`src/rtl/fetch_unit_pkg.sv`:
```
`default_nettype none
// ============================================================================
//  Module      : fetch_unit_pkg
//  Description : Shared constants and types for the instruction-fetch front
//                end: default widths, FSM state encoding and the decode NOP.
//  Revision    : 1.0 - initial release
// ============================================================================
package fetch_unit_pkg;

    // Default PC width and PC of the first fetch after reset
    localparam int          XLEN_DEFAULT     = 32;
    localparam logic [31:0] RESET_PC_DEFAULT = 32'h0000_0000;

    // Fetch FSM encoding
    typedef enum logic [0:0] {
        FETCH_RUN  = 1'b0,
        FETCH_HALT = 1'b1
    } fetch_state_e;

    // Bubble instruction used by decode (addi x0, x0, 0); not used by fetch
    localparam logic [31:0] NOP_INSTR = 32'h0000_0013;

    // Width of a queue pointer / occupancy counter for a power-of-2 depth:
    // one extra MSB distinguishes full from empty.
    function automatic int ptr_width(input int depth);
        return $clog2(depth) + 1;
    endfunction

endpackage
`default_nettype wire

```
`src/rtl/fetch_fifo.sv`:
```
`default_nettype none
// ============================================================================
//  Module      : fetch_fifo
//  Description : Synchronous prefetch queue with flush. Pointers carry one
//                extra MSB so full and empty are distinguished without a
//                separate counter. Push and pop in the same cycle are allowed
//                even when full (the popped slot is the one being refilled).
//  Revision    : 1.0 - initial release
// ============================================================================
module fetch_fifo
    import fetch_unit_pkg::*;
#(
    parameter int WIDTH = 64,
    parameter int DEPTH = 4
) (
    input  logic                            clk,
    input  logic                            reset,
    input  logic                            flush,
    input  logic                            push,
    input  logic                            pop,
    input  logic [WIDTH-1:0]                push_data,
    output logic [WIDTH-1:0]                pop_data,
    output logic                            full,
    output logic                            empty,
    output logic [ptr_width(DEPTH)-1:0]     count
);

    localparam int c_pw = ptr_width(DEPTH);
    localparam int c_aw = c_pw - 1;

    logic [c_pw-1:0]  wr_ptr_q, wr_ptr_d;
    logic [c_pw-1:0]  rd_ptr_q, rd_ptr_d;
    logic [WIDTH-1:0] mem_q [DEPTH];
    logic [WIDTH-1:0] mem_d [DEPTH];
    logic             w_push_ok;
    logic             w_pop_ok;

    assign empty    = (wr_ptr_q == rd_ptr_q);
    assign full     = (wr_ptr_q[c_aw] != rd_ptr_q[c_aw]) &&
                      (wr_ptr_q[c_aw-1:0] == rd_ptr_q[c_aw-1:0]);
    assign count    = wr_ptr_q - rd_ptr_q;
    assign pop_data = mem_q[rd_ptr_q[c_aw-1:0]];

    assign w_pop_ok  = pop && !empty;
    assign w_push_ok = push && (!full || w_pop_ok);

    // Next pointers and storage; flush empties the queue and wins over push/pop
    always_comb begin
        wr_ptr_d = wr_ptr_q;
        rd_ptr_d = rd_ptr_q;
        mem_d    = mem_q;
        if (flush) begin
            wr_ptr_d = '0;
            rd_ptr_d = '0;
        end else begin
            if (w_push_ok) begin
                mem_d[wr_ptr_q[c_aw-1:0]] = push_data;
                wr_ptr_d = wr_ptr_q + c_pw'(1);
            end
            if (w_pop_ok) begin
                rd_ptr_d = rd_ptr_q + c_pw'(1);
            end
        end
    end

    // Pointer and storage registers; storage contents need no reset
    always_ff @(posedge clk) begin
        if (!reset) begin
            wr_ptr_q <= '0;
            rd_ptr_q <= '0;
        end else begin
            wr_ptr_q <= wr_ptr_d;
            rd_ptr_q <= rd_ptr_d;
        end
        mem_q <= mem_d;
    end

endmodule
`default_nettype wire

```
`src/rtl/fetch_unit.sv`:
```
`default_nettype none
// ============================================================================
//  Module      : fetch_unit
//  Description : Instruction-fetch front end. Issues in-order requests to a
//                variable-latency instruction memory under a credit limit,
//                queues returned words with their PC, hands {instr, pc, pc+4}
//                to decode and flushes on execute redirects.
//                Optional build macro FETCH_PERF_EN adds perf_fetched and
//                perf_flushed event counters.
//  Revision    : 1.0 - initial release
// ============================================================================
module fetch_unit
    import fetch_unit_pkg::*;
#(
    parameter int              XLEN     = XLEN_DEFAULT,
    parameter int              DEPTH    = 4,
    parameter logic [XLEN-1:0] RESET_PC = XLEN'(RESET_PC_DEFAULT)
) (
    input  logic            clk,
    input  logic            reset,
    output logic            imem_req_valid,
    input  logic            imem_req_ready,
    output logic [XLEN-1:0] imem_req_addr,
    input  logic            imem_rsp_valid,
    input  logic [31:0]     imem_rsp_data,
    input  logic            redirect_valid,
    input  logic [XLEN-1:0] redirect_pc,
    input  logic            hlt,
    output logic            halted,
    output logic            instrD_valid,
    input  logic            instrD_ready,
    output logic [31:0]     instrD,
    output logic [XLEN-1:0] pcD,
    output logic [XLEN-1:0] pcplus4D
`ifdef FETCH_PERF_EN
    ,
    output logic [31:0]     perf_fetched,
    output logic [31:0]     perf_flushed
`endif
);

    localparam int            c_pw    = ptr_width(DEPTH);
    localparam int            c_fw    = 32 + XLEN;
    localparam logic [c_pw:0] c_depth = (c_pw+1)'(DEPTH);

    fetch_state_e     state_q, state_d;
    logic [XLEN-1:0]  req_pc_q, req_pc_d;
    logic [XLEN-1:0]  rsp_pc_q, rsp_pc_d;
    logic [c_pw-1:0]  outstanding_q, outstanding_d;
    logic [c_pw-1:0]  drop_q, drop_d;

    logic             w_rsp;
    logic             w_redirect;
    logic [c_pw:0]    w_inflight;
    logic             w_credit;
    logic             w_req_valid;
    logic             w_req_fire;
    logic             w_rsp_drop;
    logic             w_push;
    logic             w_pop;
    logic             w_dvalid;
    logic [XLEN-1:0]  w_target;
    logic [c_pw-1:0]  w_count;
    logic             w_full;
    logic             w_empty;
    logic [c_fw-1:0]  w_pop_data;
    logic [2:0]       w_unused_bits;

    // Inputs are ignored while reset is held
    assign w_rsp      = reset && imem_rsp_valid;
    assign w_redirect = reset && redirect_valid;
    assign w_target   = {redirect_pc[XLEN-1:2], 2'b00};

    // A request is only issued when the queue can absorb every reply in flight
    assign w_inflight  = {1'b0, w_count} + {1'b0, outstanding_q};
    assign w_credit    = (w_inflight < c_depth);
    assign w_req_valid = reset && (state_q == FETCH_RUN) && !w_redirect && w_credit;
    assign w_req_fire  = w_req_valid && imem_req_ready;

    // Replies belonging to a flushed path are dropped, including one that
    // lands in the redirect cycle itself
    assign w_rsp_drop = w_rsp && ((drop_q != '0) || w_redirect);
    assign w_push     = w_rsp && !w_rsp_drop;

    assign w_dvalid = reset && !w_empty && !w_redirect;
    assign w_pop    = w_dvalid && instrD_ready;

    assign w_unused_bits = {w_full, redirect_pc[1:0]};

    fetch_fifo #(
        .WIDTH (c_fw),
        .DEPTH (DEPTH)
    ) u_fifo (
        .clk       (clk),
        .reset     (reset),
        .flush     (w_redirect),
        .push      (w_push),
        .pop       (w_pop),
        .push_data ({imem_rsp_data, rsp_pc_q}),
        .pop_data  (w_pop_data),
        .full      (w_full),
        .empty     (w_empty),
        .count     (w_count)
    );

    // Next-state for PCs, credit/drop counters and the run/halt FSM
    always_comb begin
        state_d       = state_q;
        req_pc_d      = req_pc_q;
        rsp_pc_d      = rsp_pc_q;
        drop_d        = drop_q;
        outstanding_d = outstanding_q + c_pw'(w_req_fire) - c_pw'(w_rsp);

        if (w_redirect) begin
            // no request fires in a redirect cycle, so this is the count left after it
            drop_d   = outstanding_q - c_pw'(w_rsp);
            req_pc_d = w_target;
            rsp_pc_d = w_target;
        end else begin
            if (w_rsp && (drop_q != '0)) begin
                drop_d = drop_q - c_pw'(1);
            end
            if (w_req_fire) begin
                req_pc_d = req_pc_q + XLEN'(4);
            end
            if (w_push) begin
                rsp_pc_d = rsp_pc_q + XLEN'(4);
            end
        end

        case (state_q)
            FETCH_RUN:  if (hlt)  state_d = FETCH_HALT;
            FETCH_HALT: if (!hlt) state_d = FETCH_RUN;
            default:    state_d = FETCH_RUN;
        endcase
    end

    // Fetch control registers
    always_ff @(posedge clk) begin
        if (!reset) begin
            state_q       <= FETCH_RUN;
            req_pc_q      <= RESET_PC;
            rsp_pc_q      <= RESET_PC;
            outstanding_q <= '0;
            drop_q        <= '0;
        end else begin
            state_q       <= state_d;
            req_pc_q      <= req_pc_d;
            rsp_pc_q      <= rsp_pc_d;
            outstanding_q <= outstanding_d;
            drop_q        <= drop_d;
        end
    end

    // Every output reads zero while reset is held
    assign imem_req_valid = w_req_valid;
    assign imem_req_addr  = reset ? req_pc_q : '0;
    assign halted         = reset && (state_q == FETCH_HALT) && (outstanding_q == '0);
    assign instrD_valid   = w_dvalid;
    assign instrD         = reset ? w_pop_data[c_fw-1:XLEN] : '0;
    assign pcD            = reset ? w_pop_data[XLEN-1:0] : '0;
    assign pcplus4D       = reset ? (w_pop_data[XLEN-1:0] + XLEN'(4)) : '0;

`ifdef FETCH_PERF_EN
    logic [31:0] perf_fetched_q, perf_fetched_d;
    logic [31:0] perf_flushed_q, perf_flushed_d;

    // Count decode handshakes and every word discarded by a flush
    always_comb begin
        perf_fetched_d = perf_fetched_q + 32'(w_pop);
        perf_flushed_d = perf_flushed_q + 32'(w_rsp_drop)
                       + (w_redirect ? 32'(w_count) : 32'd0);
    end

    // Performance counter registers, wrap modulo 2^32
    always_ff @(posedge clk) begin
        if (!reset) begin
            perf_fetched_q <= '0;
            perf_flushed_q <= '0;
        end else begin
            perf_fetched_q <= perf_fetched_d;
            perf_flushed_q <= perf_flushed_d;
        end
    end

    assign perf_fetched = reset ? perf_fetched_q : '0;
    assign perf_flushed = reset ? perf_flushed_q : '0;
`endif

endmodule
`default_nettype wire

```
`config.mk`:
```
export PLATFORM = sky130hd
export DESIGN_NAME = fetch_unit
export DESIGN_NICKNAME = d
export VERILOG_FILES = /design/src/rtl/fetch_unit_pkg.sv /design/src/rtl/fetch_fifo.sv /design/src/rtl/fetch_unit.sv
export SDC_FILE = /design/constraint.sdc
export NUM_CORES = 1
export LEC_CHECK = 0
export BUFFER_PORTS_ARGS = -buffer_cell sky130_fd_sc_hd__buf_2
export CORE_ASPECT_RATIO = 0.75
export CORE_MARGIN = 5
export CORE_UTILIZATION = 52
export DETAILED_ROUTE_END_ITERATION = 12
export PLACE_DENSITY = 0.88
export REMOVE_ABC_BUFFERS = 1
export SYNTH_ARGS = -nofsm -noshare
export SYNTH_HDL_FRONTEND = slang
export SYNTH_SLANG_ARGS = --single-unit
```
`constraint.sdc`:
```
create_clock -name clk -period 4.8 [get_ports clk]
set_input_delay 0.24 -clock clk [delete_from_list [all_inputs] [get_ports clk]]
set_output_delay 0.24 -clock clk [all_outputs]
set_load 0.05 [all_outputs]
```
# [After elaboration in Yosys (flattened, before gate mapping)]
# Index checks and enable logic that the tools add are counted.
[totals] ff_bits=333 inputBits=71 output_inout_bits=131 word_cells=84
[classes] add_sub_neg=11 n_lt_le_gt_ge=4 eq_ne=3 muxes=17 n_bitwise=5 n_reduce_logical=31
[op_table] op="bitwise mux 256 bit" n=1
[op_table] op="two-way mux 32 bit" n=8
[op_table] op="two-way mux 64 bit" n=3
[op_table] op="binary-select mux 64 bit (select 2 bit)" n=1
[op_table] op="demux 64 bit (select 2 bit)" n=1
[op_table] op="adder 32 x 3 -> 32 bit (second input constant)" n=3
[op_table] op="logical AND 1 bit" n=18
[op_table] op="adder 3 x 1 -> 3 bit (second input constant)" n=2
[op_table] op=">= comparator 3 bit (second input constant)" n=2
[op_table] op="two-way mux 3 bit" n=2
[op_table] op="NOT 2 -> 3 bit" n=2
[op_table] op="nonzero test 2 bit" n=3
[op_table] op="subtractor 3 x 1 -> 3 bit" n=2
[op_table] op="adder 3 x 3 -> 4 bit" n=1
[op_table] op="zero test 1 bit" n=4
[op_table] op="less-than comparator 4 x 3 -> 1 bit (second input constant)" n=1
[op_table] op="adder 3 x 1 -> 3 bit" n=1
[op_table] op="equality test 3 bit" n=1
[op_table] op="zero test 3 bit" n=1
[op_table] op="less-than comparator 3 x 1 -> 1 bit (second input constant)" n=1
[op_table] op="NOT 1 bit" n=3
[op_table] op="nonzero test 3 bit" n=1
[op_table] op="subtractor 3 x 1 -> 3 bit (second input constant)" n=1
[op_table] op="subtractor 3 bit" n=1
[op_table] op="6 further kinds" n=7

# [Depth between registers and ports, before layout]
# Gate-level depths: netlist of run 1.
[depth] word_depth=9 mapped_depth=20 ltp_nobuf=16

# [By module]
# Synthesis of run 1 repeated with hierarchy kept, for this count alone.
[hier_totals] hier_cells=1093 area_unflattened_um2=14919.3
[by_module_without_submodules] mod="fetch_fifo" instances=1 cells_per_inst=389 area_per_inst_um2=9714.3 seq_area_each_um2=7807.5
[by_module_without_submodules] mod="fetch_unit" instances=1 cells_per_inst=704 area_per_inst_um2=5205.0 seq_area_each_um2=1341.3

# [Worst setup path after synthesis of run 1]
# Ideal clock, no wire load.
[synth_timing] kind="flip-flop to flip-flop" start="register u_fifo.rd_ptr_q[1]" end="register outstanding_q[2]" setup_time_ps=128 t_arrival_ps=4423 t_required_ps=4672 setup_slack_ps=250 stages_incl_launch_ff=21 path_buffers=6 synth_period_minus_slack_ps=4550 cell_sequence="dfxtp_1 -> buf_4 -> buf_2 -> buf_1 -> buf_1 -> inv_1 -> fa_1 -> xnor2_1 -> ha_1 -> nor4_1 -> o2111a_1 -> inv_1 -> clkbuf_1 -> buf_1 -> ha_1 -> inv_1 -> ha_1 -> inv_1 -> fa_1 -> xnor2_1 -> nor2_1"
[synth_via] elab_chain_cells=7
[synth_lines] element="start: declaration" line_no="fetch_fifo.sv:32" rtl="logic [c_pw-1:0] rd_ptr_q, rd_ptr_d;"
[synth_lines] element="start signal: assignment" line_no="fetch_fifo.sv:73" rtl="rd_ptr_q <= rd_ptr_d;"
[synth_lines] element="subtractor 3 bit" line_no="fetch_fifo.sv:41" rtl="assign count = wr_ptr_q - rd_ptr_q;"
[synth_lines] element="adder 3 x 3 -> 4 bit" line_no="fetch_unit.sv:75" rtl="assign w_inflight = {1'b0, w_count} + {1'b0, outstanding_q};"
[synth_lines] element="less-than comparator 4 x 3 -> 1 bit" line_no="fetch_unit.sv:76" rtl="assign w_credit = (w_inflight < c_depth);"
[synth_lines] element="logical AND 1 bit" line_no="fetch_unit.sv:77" rtl="assign w_req_valid = reset && (state_q == FETCH_RUN) && !w_redirect && w_credit;"
[synth_lines] element="logical AND 1 bit" line_no="fetch_unit.sv:78" rtl="assign w_req_fire = w_req_valid && imem_req_ready;"
[synth_lines] element="adder 3 x 1 -> 3 bit" line_no="fetch_unit.sv:112" rtl="outstanding_d = outstanding_q + c_pw'(w_req_fire) - c_pw'(w_rsp);"
[synth_lines] element="subtractor 3 x 1 -> 3 bit" line_no="fetch_unit.sv:112"
[synth_lines] element="end signal: assignment" line_no="fetch_unit.sv:150" rtl="outstanding_q <= outstanding_d;"
[synth_lines] element="end: declaration" line_no="fetch_unit.sv:49" rtl="logic [c_pw-1:0] outstanding_q, outstanding_d;"
# Every way passes these cells.
# A chain may end at the register's enable or synchronous reset.

# [Final worst setup path of run 1]
[layout_timing] start="register u_fifo.rd_ptr_q[1]" end="output pcplus4D[31]"
[layout_via] elab_chain_cells=6
[layout_lines] element="NOT 2 -> 3 bit (implied by the code)" line_no="fetch_fifo.sv:42" rtl="assign pop_data = mem_q[rd_ptr_q[c_aw-1:0]];"
[layout_lines] element="binary-select mux 64 bit (select 2 bit)" line_no="fetch_fifo.sv:42"
[layout_lines] element="two-way mux 64 bit (implied by the code) (2 in series)" line_no="fetch_fifo.sv:42"
[layout_lines] element="adder 32 x 3 -> 32 bit" line_no="fetch_unit.sv:162" rtl="assign pcplus4D = reset ? (w_pop_data[XLEN-1:0] + XLEN'(4)) : '0;"
[layout_lines] element="two-way mux 32 bit" line_no="fetch_unit.sv:162"
[layout_lines] element="end: declaration" line_no="fetch_unit.sv:34" rtl="output logic [XLEN-1:0] pcplus4D"
# Every way passes these cells. The select of a mux whose other input is x is not followed.

==> flow_summary.json, run 1 <==
{
  "run_status": "complete, no violations",
  "critPathMaxStageDelay_ps": 600,
  "fin_crit_ps": 4280,
  "place_hpwl_um": 22000,
  "die-height_um": 155,
  "area_delta_synth_final_pct": 18.6,
  "antenna_found_initial": 0,
  "layout.filler_cells": 2051,
  "worst_supply_voltage_drop_on_vdd_v": 0.000306,
  "fin_crit_sh": 0.892,
  "ys_seq_area_frac": 0.611,
  "path_common_cell": "sky130_fd_sc_hd__and3_1",
  "dr.first_iter.drc_count": 882,
  "cts.sink_count": 321,
  "first_pass_grt_wire_length_um": 54300,
  "layout_cells_sized_above_1": 0.235,
  "place.gp.congestion": 0.868,
  "setup.worst_path.start_class": "flop",
  "finish.net_count": 1411,
  "wl_per_cell_um": 20.5,
  "synthDominantAreaCellType": "sky130_fd_sc_hd__edfxtp_1",
  "n_antenna_cell": 0,
  "die_w_um": 203,
  "initial_core_util": 0.523,
  "clock.fmax_mhz": 234,
  "crit_required_ps": 4560,
  "final_hold_vios": 0,
  "post-place-ws_ps": 986,
  "fraction_of_synthesized_cell_area_taken_by_the_top_area_cell_type": 0.511,
  "worst_path_dominant_cell_family": "simple AND/OR/NAND/NOR gates",
  "drt-total-wl_um": 34900,
  "multi_input_comb_area_mm2": 0.00528,
  "post_route_clock_skew_ps": 14.0,
  "drv_cap": 0,
  "critical_path.n_buffers_inverters": 2,
  "grt_start_max_net_pins": 65,
  "numPortBuffers": 193,
  "mapped_cell_area_mm2": 0.0146,
  "synthDistinctLibCells": 57,
  "grt_setup_unrepaired": "no",
  "cts-buffers-inserted": 30,
  "critical-path-slowest-cell": "sky130_fd_sc_hd__dfxtp_4",
  "grt_pass1_vias": 9912,
  "worst-r2r-setup-slack_ps": 1000,
  "path_clk_slew_ps": 60,
  "drc": 0,
  "sequential_cell_area_mm2": 0.00892,
  "worstSetupEndpointType": "output port",
  "clock_tree.htree_level_count": 1,
  "synth-edff-count": 248,
  "synthArstFlopShare": 0,
  "headroom_to_the_max_slew_limit": 0.180,
  "tritoncts": "done",
  "avgSynthCellArea_um2": 13.3,
  "totalPowerFinal_mw": 6.16,
  "vias_per_cell": 5.86,
  "core.rowCount": 53,
  "grt-ovfl-total": 0,
  "maxSlewViolCount": 0,
  "worst_pin_slew_ps": 1220,
  "clock_tree.root_cell": "sky130_fd_sc_hd__clkbuf_16",
  "synth_cells": 1099,
  "top_level_ports": 202,
  "p_leak_nw": 6.17,
  "synthesis.yosys.warnings": 0,
  "critPathKind": "flop to output port",
  "final.setup.worst_slack_ps": 518,
  "final_antenna_net_count": 0,
  "synth_area_leaders": "sky130_fd_sc_hd__edfxtp_1 51%, sky130_fd_sc_hd__dfxtp_1 10%, sky130_fd_sc_hd__mux4_2 8.8%",
  "prevailing_post_synth_register_cell": "sky130_fd_sc_hd__edfxtp_1",
  "clockBufferDepth": 3,
  "coreArea_mm2": 0.0279,
  "min_path_type": "input port to flop",
  "clk-insertion-delay-late_ps": 550,
  "num_vias": 9971,
  "power_per_cell_area_mw_per_mm2": 356,
  "arrival_ps": 4040,
  "cts_post_setup_buffers_inserted": 0,
  "timing.final.setup_violations": 0,
  "worstPathMaxFanout": 39,
  "gr-usage-all-layers": 0.215,
  "post_cts_resized": 0,
  "ys_seq_elements": 321,
  "timing.critical_path.cells": "buf_4 > mux4_1 > and3_1 > and3_1 > nand2_2 > or3_1 > a21oi_1 > buf_2",
  "drt_pre_antenna_iters": 6,
  "design.die.area_mm2": 0.0315
}
-- cells in the final DEF (no fill, tap or decap), drive strengths merged, types with 18 or more instances in the layout --
cell / count
edfxtp: 248
mux4: 62
dfxtp: 73
clkbuf: 45
nand4: 21
dlygate4sd3: 49
and2: 106
inv: 24
nand3: 29
xnor2: 26
o21ai: 45
buf: 204
xor2: 42
nor2: 78
a21oi: 47
ha: 18
nand2: 71
-- Yosys cell counts, types with 23 or more instances --
cell / n
sky130_fd_sc_hd__dfxtp_1: 73
sky130_fd_sc_hd__clkbuf_1: 42
sky130_fd_sc_hd__mux4_2: 57
sky130_fd_sc_hd__xnor2_1: 26
sky130_fd_sc_hd__and2_1: 106
sky130_fd_sc_hd__nand3_1: 29
sky130_fd_sc_hd__xor2_1: 42
sky130_fd_sc_hd__nor2_1: 78
sky130_fd_sc_hd__o21ai_0: 45
sky130_fd_sc_hd__edfxtp_1: 248
sky130_fd_sc_hd__a21oi_1: 47
sky130_fd_sc_hd__nand2_1: 70
sky130_fd_sc_hd__inv_1: 23
-- final timing paths --
| kind | to | start | depth (start not counted) |
|---|---|---|---|
| max | pcplus4D[31] | u_fifo.rd_ptr_q[1] | 8 |
| min | rsp_pc_q[22] | redirect_pc[22] | 3 |
| max reg2reg | outstanding_q[2] | u_fifo.rd_ptr_q[0] | 16 |
| min reg2reg | u_fifo.rd_ptr_q[2] | u_fifo.rd_ptr_q[2] | 2 |
-- where the power goes --
part | internal [mW] | switching (mW)
registers | 3.06 | 0.0737
clock network | 1.45 | 0.992
logic | 0.191 | 0.391
total | 4.70 | 1.46
-- stage by stage --
step | hold WS (ps) | setup TNS [ps] | instances | instance area (um2) | util
floorplan | 336 | -219100 | 1035 | 14300 | -
global placement | 452 | 0 | 1596 | 15800 | 0.567
detailed placement | 459 | 0 | 1596 | 15800 | 0.567
CTS | 2.33 | 0 | 1701 | 17300 | 0.621
global route | 23.2 | 0 | 1701 | 17300 | 0.621
finish | 18.7 | 0 | 1701 | 17300 | 0.621
-- logic make-up (layout without fill, tap and decap cells) --
logic type	Yosys count	count (layout)	share of synthesized area
flip-flops	321	321	0.611
adder cells (fa/ha/maj)	20	20	0.0182
buffers and inverters	92	332	0.0289
AO/OA/AOI/OAI	149	149	0.0605
other	1	6	0.000257
XOR/XNOR	68	68	0.0408
multiplexers	68	68	0.101
AND/OR/NAND/NOR	380	380	0.139
-- final cells by class --
class	count	share of cell area
sequential	321	0.516
clock buffer	45	0.0496
clock inverter	11	0.00934
inverter	23	0.00499
multi-input combinational	691	0.305
timing repair buffer	253	0.0892
tap	357	0.0258
-- registers in the layout, indices dropped and copies added (netlist names) --
signal and count:
drop_q 3, outstanding_q 3, req_pc_q 30, rsp_pc_q 30, state_q 1, u_fifo.mem_q 248, u_fifo.rd_ptr_q 3, u_fifo.wr_ptr_q 3
-- repair_timing --
action                                  4_1_cts  5_1_grt
endpoints found under the hold margin       150        0
endpoints found under the setup margin        0        0
hold buffers                                 49        0
-- worst min-delay path: cells and delay by family --
family / cells / cell delay [ps]
compound gates: 2 / 170
buf+inv: 1 / 110
-- metal layers --
layer / global-route usage / up-vias / share of wire
met3: 0.0331 / 73 / 0.079
met5: 0 / - / 0
met1: 0.303 / 4859 / 0.42
li1: - / 4537 / -
met4: 0.0530 / 0 / 0.024
met2: 0.357 / 502 / 0.48
No activity file was read; power rests on OpenSTA's default activity.
==> inputs of run 2 (changes only) <==
--- a/config.mk
+++ b/config.mk
@@ -12,6 +12,8 @@
 export DETAILED_ROUTE_END_ITERATION = 12
 export PLACE_DENSITY = 0.88
 export REMOVE_ABC_BUFFERS = 1
+export SKIP_LAST_GASP = 1
 export SYNTH_ARGS = -nofsm -noshare
 export SYNTH_HDL_FRONTEND = slang
+export SYNTH_HIERARCHICAL = 1
 export SYNTH_SLANG_ARGS = --single-unit
==> flow_summary.json, run 2 <==
{
  "num_vias": 10200,
  "coreArea_mm2": 0.0282,
  "core.rowCount": 53,
  "top_level_ports": 202,
  "clock_tree.root_cell": "sky130_fd_sc_hd__clkbuf_16",
  "power_per_cell_area_mw_per_mm2": 338,
  "die-height_um": 157,
  "final_antenna_net_count": 0,
  "crit_required_ps": 4560,
  "tritoncts": "done",
  "min_path_type": "input port to flop",
  "largest_reg_flops": 256,
  "clk-insertion-delay-late_ps": 560,
  "worstSetupEndpointType": "output port",
  "antenna_found_initial": 3,
  "place_hpwl_um": 23400,
  "cts_post_setup_buffers_inserted": 0,
  "critical-path-slowest-cell": "sky130_fd_sc_hd__buf_4",
  "grt_setup_unrepaired": "no",
  "critPathMaxStageDelay_ps": 480,
  "worst_supply_voltage_drop_on_vdd_v": 0.000338,
  "critical_path.n_buffers_inverters": 2,
  "biggestRegsByFlops": "u_fifo/mem_q (256), req_pc_q (30), rsp_pc_q (30)",
  "first_pass_grt_wire_length_um": 56700,
  "final_hold_vios": 0,
  "drc": 0,
  "dr.first_iter.drc_count": 1026,
  "numPortBuffers": 197,
  "post_route_clock_skew_ps": 8.32,
  "drv_cap": 0,
  "vias_per_cell": 5.82,
  "mapped_cell_area_mm2": 0.0149,
  "cts.sink_count": 329,
  "arrival_ps": 3770,
  "design.die.area_mm2": 0.0322,
  "timing.final.setup_violations": 0,
  "finalSetupTns_ps": 0,
  "clock.fmax_mhz": 249,
  "drt_pre_antenna_iters": 5,
  "maxSlewViolCount": 0,
  "finish.net_count": 1438,
  "path_common_cell": "sky130_fd_sc_hd__and3_1",
  "die_w_um": 206,
  "drt-total-wl_um": 36200,
  "gr-usage-all-layers": 0.223,
  "totalPowerFinal_mw": 6.04,
  "synth_cells": 1092,
  "worstPathMaxFanout": 28,
  "headroom_to_the_max_slew_limit": 0.387,
  "clock_tree.htree_level_count": 1,
  "fin_crit_sh": 0.836,
  "place.gp.congestion": 0.884,
  "initial_core_util": 0.529,
  "regMostFlops": "u_fifo/mem_q",
  "clockBufferDepth": 3,
  "grt_start_max_net_pins": 72,
  "wl_per_cell_um": 20.6,
  "layout_cells_sized_above_1": 0.260,
  "path_clk_slew_ps": 60,
  "fin_crit_ps": 4010,
  "layout.cells.most_common_list": "256 x sky130_fd_sc_hd__edfxtp_1, 196 x sky130_fd_sc_hd__buf_2, 95 x sky130_fd_sc_hd__and2_1",
  "critPathKind": "flop to output port",
  "worst_path_dominant_cell_family": "simple AND/OR/NAND/NOR gates",
  "final_common_cell": "sky130_fd_sc_hd__edfxtp_1",
  "worst_pin_slew_ps": 916,
  "run_status": "complete, no violations",
  "grt_pass1_vias": 10200,
  "area_delta_synth_final_pct": 20.0,
  "grt-ovfl-total": 0,
  "timing.critical_path.cells": "buf_4 > mux4_2 > ha_1 > and3_1 > and3_1 > nand3_1 > nor4_1 > mux2_2 > buf_2",
  "cts-buffers-inserted": 31,
  "avgSynthCellArea_um2": 13.7,
  "setup.worst_path.start_class": "flop",
  "p_leak_nw": 6.36,
  "synthesis.yosys.warnings": 6
}
run 2: cell types whose count changed in the layout (fill, tap and decap cells not counted), moves of 8 or more:
cell,previous run,this run
sky130_fd_sc_hd__a21oi_1,47,25
sky130_fd_sc_hd__xor2_1,42,19
sky130_fd_sc_hd__nand3_1,29,40
sky130_fd_sc_hd__o21ai_0,45,31
sky130_fd_sc_hd__a31oi_1,13,5
sky130_fd_sc_hd__edfxtp_1,248,256
sky130_fd_sc_hd__xnor2_1,26,34
sky130_fd_sc_hd__a211oi_1,11,3
sky130_fd_sc_hd__o211ai_1,2,17
sky130_fd_sc_hd__o22ai_1,11,1
sky130_fd_sc_hd__nor2_1,78,52
run 2: report_power, final:
group / switching, mW / leakage, nW / internal (mW)
Sequential: 0.0791 / 2.93 / 3.13
Clock: 1.03 / 0.453 / 1.24
Combinational: 0.369 / 2.98 / 0.190
run 2: per-stage QoR:
step                area (um2)  hold slack, ps  setup slack (ps)  std cells   util
finish                   17900            47.3               785       1757  0.635
global route             17900            43.8               519       1757  0.635
CTS                      17900            18.6               761       1756  0.635
detailed placement       16400             450              1230       1643  0.582
global placement         16400             447              1340       1643  0.582
floorplan                14700             336             -5370       1039      -
run 2: worst register-to-register path, delay by kind of cell, from the launching register on:
| family | cells | cell delay (ps) |
|---|---|---|
| xor gates and xnor gates | 3 | 510 |
| adders and majority gates | 6 | 1650 |
| and+or+nand+nor | 3 | 540 |
| DFF | 1 | 390 |
| buffers and inverters | 4 | 360 |
run 2: metal layers:
layer,track usage,share of wire,vias to the layer above
met2,0.356,0.47,496
met5,0,0.00066,-
met3,0.0514,0.093,79
met1,0.315,0.42,4988
li1,-,-,4661
met4,0.0545,0.023,4
run 2: area by class of cell:
cell class | count | area [um2]
fill | 2051 | 10300
sequential | 329 | 9150
multi-input combinational | 683 | 5430
timing repair buffer | 275 | 1800
clock buffer | 39 | 806
tap | 385 | 482
clock inverter | 18 | 124
inverter | 27 | 101
antenna | 1 | 2.50
run 2: final timing paths:
kind,from,end,slack [ps],depth (start not counted)
max,u_fifo/rd_ptr_q[0],pcplus4D[30],790,9
min,reset,drop_q[2],50,2
max reg2reg,u_fifo/wr_ptr_q[0],outstanding_q[2],1220,16
min reg2reg,u_fifo/rd_ptr_q[1],u_fifo/rd_ptr_q[1],510,2
run 2: repair_timing:
item	4_1_cts	5_1_grt
hold buffers	56	0
gates resized for setup	0	0
endpoints found under the hold margin	166	0
endpoints found under the setup margin	0	0
